===== src/rtl/ninjakun_spchr_fetch.sv =====
// Sprite CHR ROM fetch sequencer: one ROM fetch per SPCFT slot, data handed to the sprite engine on SPCDT.
// Define NINJAKUN_SPCHR_CACHE_EN to add a one-entry address/data cache that skips repeated fetches.
module ninjakun_spchr_fetch #(
    parameter int unsigned SLOT_CYC = 4
) (
    input  logic        VCLKx4,
    input  logic        RESET_N,
    input  logic [13:0] SPCAD,
    output logic [31:0] SPCDT,
    output logic        SPCFT,
    output logic [13:0] ROM_ADDR,
    output logic        ROM_REQ,
    input  logic        ROM_ACK,
    input  logic [31:0] ROM_DATA
);

    localparam int unsigned AW = 14;
    localparam int unsigned DW = 32;
    localparam int unsigned CW = 3;
    localparam logic [CW-1:0] SLOT_LAST = CW'(SLOT_CYC - 1);
    localparam logic [CW-1:0] SLOT_MAX  = {CW{1'b1}};
    localparam logic [AW-1:0] ADDR_RST  = {AW{1'b1}};

    typedef enum logic [1:0] {
        ST_CAPT  = 2'd0,
        ST_REQ   = 2'd1,
        ST_HOLD  = 2'd2,
        ST_PULSE = 2'd3
    } state_e;

    state_e        state_q, state_d;
    logic [CW-1:0] slot_cnt_q, slot_cnt_d, slot_inc;
    logic [DW-1:0] buf_q, buf_d;
    logic [DW-1:0] spcdt_q, spcdt_d;
    logic          spcft_q, spcft_d;
    logic [AW-1:0] rom_addr_q, rom_addr_d;
    logic          rom_req_q, rom_req_d;

`ifdef NINJAKUN_SPCHR_CACHE_EN
    logic          cache_vld_q, cache_vld_d;
    logic [AW-1:0] cache_addr_q, cache_addr_d;
    logic [DW-1:0] cache_data_q, cache_data_d;
    logic          cache_hit;

    assign cache_hit = cache_vld_q && (cache_addr_q == SPCAD);
`endif

    // Saturating slot counter; HOLD releases on the cycle whose count reaches the slot length.
    assign slot_inc = (slot_cnt_q == SLOT_MAX) ? SLOT_MAX : slot_cnt_q + CW'(1);

    always_comb begin
        state_d    = state_q;
        slot_cnt_d = slot_inc;
        buf_d      = buf_q;
        spcdt_d    = spcdt_q;
        spcft_d    = 1'b0;
        rom_addr_d = rom_addr_q;
        rom_req_d  = rom_req_q;
`ifdef NINJAKUN_SPCHR_CACHE_EN
        cache_vld_d  = cache_vld_q;
        cache_addr_d = cache_addr_q;
        cache_data_d = cache_data_q;
`endif
        unique case (state_q)
            ST_CAPT: begin
                rom_addr_d = SPCAD;
`ifdef NINJAKUN_SPCHR_CACHE_EN
                if (cache_hit) begin
                    buf_d   = cache_data_q;
                    state_d = ST_HOLD;
                end else begin
                    rom_req_d = 1'b1;
                    state_d   = ST_REQ;
                end
`else
                rom_req_d = 1'b1;
                state_d   = ST_REQ;
`endif
            end
            ST_REQ: begin
                if (ROM_ACK) begin
                    buf_d     = ROM_DATA;
                    rom_req_d = 1'b0;
                    state_d   = ST_HOLD;
`ifdef NINJAKUN_SPCHR_CACHE_EN
                    cache_vld_d  = 1'b1;
                    cache_addr_d = rom_addr_q;
                    cache_data_d = ROM_DATA;
`endif
                end
            end
            ST_HOLD: begin
                if (slot_inc >= SLOT_LAST) begin
                    spcdt_d = buf_q;
                    spcft_d = 1'b1;
                    state_d = ST_PULSE;
                end
            end
            ST_PULSE: begin
                slot_cnt_d = '0;
                state_d    = ST_CAPT;
            end
            default: state_d = ST_CAPT;
        endcase
    end

    always_ff @(posedge VCLKx4 or negedge RESET_N) begin
        if (!RESET_N) begin
            state_q    <= ST_CAPT;
            slot_cnt_q <= '0;
            buf_q      <= '0;
            spcdt_q    <= '0;
            spcft_q    <= 1'b0;
            rom_addr_q <= ADDR_RST;
            rom_req_q  <= 1'b0;
        end else begin
            state_q    <= state_d;
            slot_cnt_q <= slot_cnt_d;
            buf_q      <= buf_d;
            spcdt_q    <= spcdt_d;
            spcft_q    <= spcft_d;
            rom_addr_q <= rom_addr_d;
            rom_req_q  <= rom_req_d;
        end
    end

`ifdef NINJAKUN_SPCHR_CACHE_EN
    always_ff @(posedge VCLKx4 or negedge RESET_N) begin
        if (!RESET_N) begin
            cache_vld_q  <= 1'b0;
            cache_addr_q <= '0;
            cache_data_q <= '0;
        end else begin
            cache_vld_q  <= cache_vld_d;
            cache_addr_q <= cache_addr_d;
            cache_data_q <= cache_data_d;
        end
    end
`endif

    assign SPCDT    = spcdt_q;
    assign SPCFT    = spcft_q;
    assign ROM_ADDR = rom_addr_q;
    assign ROM_REQ  = rom_req_q;

endmodule


===== config.mk =====
export PLATFORM = sky130hd
export DESIGN_NAME = ninjakun_spchr_fetch
export DESIGN_NICKNAME = d
export VERILOG_FILES = /design/src/rtl/ninjakun_spchr_fetch.sv
export SDC_FILE = /design/constraint.sdc
export NUM_CORES = 1
export LEC_CHECK = 0
export ABC_AREA = 1
export ABC_CLOCK_PERIOD_IN_PS = 1600
export BUFFER_PORTS_ARGS = -buffer_cell sky130_fd_sc_hd__buf_2
export CAP_MARGIN = 40
export CORE_UTILIZATION = 43
export CTS_CLUSTER_SIZE = 25
export DETAILED_ROUTE_END_ITERATION = 12
export PLACE_DENSITY = 0.68
export SYNTH_ARGS = -nofsm -noshare
export SYNTH_HDL_FRONTEND = slang
export SYNTH_SLANG_ARGS = --single-unit
export TNS_END_PERCENT = 100

===== constraint.sdc =====
create_clock -name VCLKx4 -period 1.6 [get_ports VCLKx4]
set_input_delay 0.08 -clock VCLKx4 [delete_from_list [all_inputs] [get_ports VCLKx4]]
set_output_delay 0.08 -clock VCLKx4 [all_outputs]
set_load 0.02 [all_outputs]

==> summary.txt <==
Max Root-Sink Buffers -> 2
Grt ovf -> 0
Ys Warns -> 0
Largest net degree at the start of global routing -> 40
Sw power -> 0.00389 W
Achievable Freq -> 0.662 GHz
Starting density of the core -> 45.0%
Antenna diodes -> 0
Yosys top cell area share -> 50.3%
Rel. slew slack -> 67.7%
Pre-CTS setup slack -> 0.0153 ns
Max-cap violations -> 0
Crit path max fanout -> 32
Fin area -> 0.00480 sq mm
Crit path top cell by count -> nand2_2
Iter 0 DRT Violations -> 78
Worst hold path class -> input pin to flip-flop
Vias/cell -> 4.53
Leak -> 2.63 nW
Die area -> 0.00858 sq mm
DRC Markers -> 0
CTS sink cnt -> 85
WL final -> 7700 microns
Status -> finished clean
Synth-to-layout area growth -> 36.1%
Mapped Cells -> 368
Worst path slowest cell -> dfrtp_1
Initial DRT Pass Iterations -> 4
Nets@finish -> 569
Post-DRT Antenna Nets -> 0
Setup TNS -> 0 ns
Seq/Total Area, Yosys -> 60.7%
Switching share of power -> 40.4%
Total CTS buffers -> 9
Synth Register Bits -> 85
Internal power -> 0.00573 W
Initial antenna violation count -> 0
Distinct cells, synth -> 19
CP arrival -> 1.80 ns
Clock-pin slew on the worst setup and hold paths -> 0.09 ns
Worst-margin pin slew -> 0.485 ns
Post-layout min period -> 1.51 ns
Ranking of synthesized cells by area -> dfrtp_1 50%, nand2_1 19%, nand2_2 10%
Root Buffer -> clkbuf_8
Number of port buffers -> 96
Clock skew -> 0.0155 ns
Mapped Nets -> 422
Clock network fraction of total power -> 19.4%
Routability Congestion -> 0.737
Latest clock arrival within the worst-skew pair -> 0.35 ns
Buffers and inverters on the worst path -> 1
Share of layout cells above drive strength 1 -> 38.1%
Vias -> 2820
CP Cell Sequence -> ha_1, nand2_2, nand2_4, nand2_8, buf_6, nand2_1, nand2_2
Crit-path max cell delay -> 0.41 ns
Wire length per cell -> 12.4 microns
HPWL after DPL -> 4820 microns
Io pins -> 97
Share of power burned in registers -> 39.7%
Area leader, netlist -> dfrtp_1
Final core utilization -> 61.2%
Hold slack -> 0.146 ns
CP startpoint kind -> flip-flop
Cell Area, Synth -> 0.00353 sq mm
Final hold viol count -> 0
PD cells -> 2000 mW/mm^2
Worst EP required -> 1.88 ns
RSZ-0062 raised after global routing -> no
Final WS setup -> 0.0892 ns
First-pass GRT wire length -> 13000 microns
Die W -> 92.6 microns
Post-DP Area -> 0.00408 sq mm
Period utilization -> 94.4%
Tot GR Track Use -> 19.6%
Die extent in y -> 92.6 microns
Core Rows -> 32
Slew Limit Fails -> 0
Core ar. -> 0.00785 sq mm
Endpoint type of the worst setup path -> flip-flop
Endpoints failing setup -> 0
Vias in the first global route -> 2934
Mean Syn Cell Area -> 9.59 sq um
H-tree lvl count -> 3
Crit path max-delay family -> simple AND/OR/NAND/NOR gates
Combinational Power Share -> 40.9%
Worst VDD drop -> 0.840 mV
CTS tree -> done
Crit Path Class -> flip-flop to flip-flop
==> stage by stage <==
| step | power (W) | instances |
|---|---|---|
| after floorplan | 0.00679 | 368 |
| after global placement | 0.00757 | 559 |
| after detailed placement | 0.00771 | 559 |
| after CTS | 0.00970 | 622 |
| after global routing | 0.0103 | 622 |
| final | 0.00962 | 622 |
==> tightest hold or removal path, cell delays in order <==
cell and delay, ns:
buf_2 0.10, or2_1 0.14, nand3_1 0.08, nand2_1 0.06
==> area by class of cell <==
| class | count | area [sq um] |
|---|---|---|
| inverters | 8 | 37.5 |
| flip-flops and latches | 85 | 2140 |
| clock inverters | 6 | 116 |
| clock buffers | 10 | 138 |
| repair buffers | 151 | 1030 |
| multi-input cells | 260 | 1210 |
| fillers | 662 | 3040 |
| well taps | 102 | 128 |
==> layout by cell type, fill, tap and decap left out, types with 2 or more instances in the layout <==
| cell | Yosys | layout |
|---|---|---|
| nand2_1 | 183 | 183 |
| buf_2 | 8 | 95 |
| dfrtp_1 | 71 | 71 |
| nand2_2 | 59 | 59 |
| dlygate4sd3_1 | 0 | 47 |
| dfstp_2 | 14 | 14 |
| clkbuf_8 | 0 | 10 |
| buf_4 | 0 | 7 |
| inv_1 | 6 | 6 |
| ha_1 | 5 | 5 |
| a21oi_1 | 3 | 3 |
| nand3_1 | 3 | 3 |
| bufinv_16 | 0 | 3 |
| nor2_1 | 2 | 2 |
| or2_1 | 2 | 2 |
| inv_6 | 0 | 2 |
==> flip-flops by register name (all words and copies together), names as in the netlist <==
| register | count |
|---|---|
| SPCDT | 32 |
| slot_cnt_q | 3 |
| buf_q | 32 |
| SPCFT | 1 |
| ROM_ADDR | 14 |
| ROM_REQ | 1 |
| state_q | 2 |
==> routing by layer <==
metal | track usage, % | part of all wire [%]
met5 | 0 | 0
met4 | 8.08 | 2.0
met3 | 4.19 | 4.3
met2 | 33.2 | 48
met1 | 24.5 | 46
==> kinds of logic (layout without fill, tap and decap cells) <==
group | after synthesis | count (layout) | synth area share, %
AOI/OAI and AO/OA | 3 | 3 | 0.425
adders and majority gates | 5 | 5 | 1.77
buffers and inverters | 23 | 175 | 4.96
DFF | 85 | 85 | 60.7
and+or+nand+nor | 252 | 252 | 32.1
==> path summary, 6_finish.rpt <==
check | from | to | slack, ns | cells past startpoint
max in group asynchronous | RESET_N | ROM_ADDR[5] | 0.73 | 3
worst min register to register | ROM_ADDR[13] | ROM_ADDR[13] | 0.47 | 2
worst max register to register | slot_cnt_q[0] | SPCDT[23] | 0.09 | 7
worst min-delay path | ROM_ACK | state_q[1] | 0.15 | 4
worst max-delay path | slot_cnt_q[0] | SPCDT[23] | 0.09 | 7
min in group asynchronous | RESET_N | buf_q[5] | 0.23 | 2
==> what timing repair did <==
action                                  CTS  global route
endpoints found under the setup margin   13             0
endpoints found under the hold margin    77             0
resized for setup                         1             0
hold buffers                             47             0
setup buffers                             0             0
==> power by group through the flow <==
stage	clock network (W)	registers (W)	logic, W
after CTS	0.00192	0.00382	0.00397
after global placement	0	0.00383	0.00374
after floorplan	0	0.00442	0.00238
after global routing	0.00201	0.00393	0.00440
final	0.00186	0.00382	0.00393
after detailed placement	0	0.00385	0.00386
==> synthesized netlist by cell type <==
master / count
nand2_1: 183
dfrtp_1: 71
nand2_2: 59
dfstp_2: 14
buf_2: 8
inv_1: 6
ha_1: 5
a21oi_1: 3
buf_12: 3
buf_6: 3
nand3_1: 3
nor2_1: 2
or2_1: 2
clkbuf_1: 1
inv_2: 1
inv_8: 1
nand2_4: 1
nand2_8: 1
nor2_4: 1
Power figures use the tool's default switching activity.
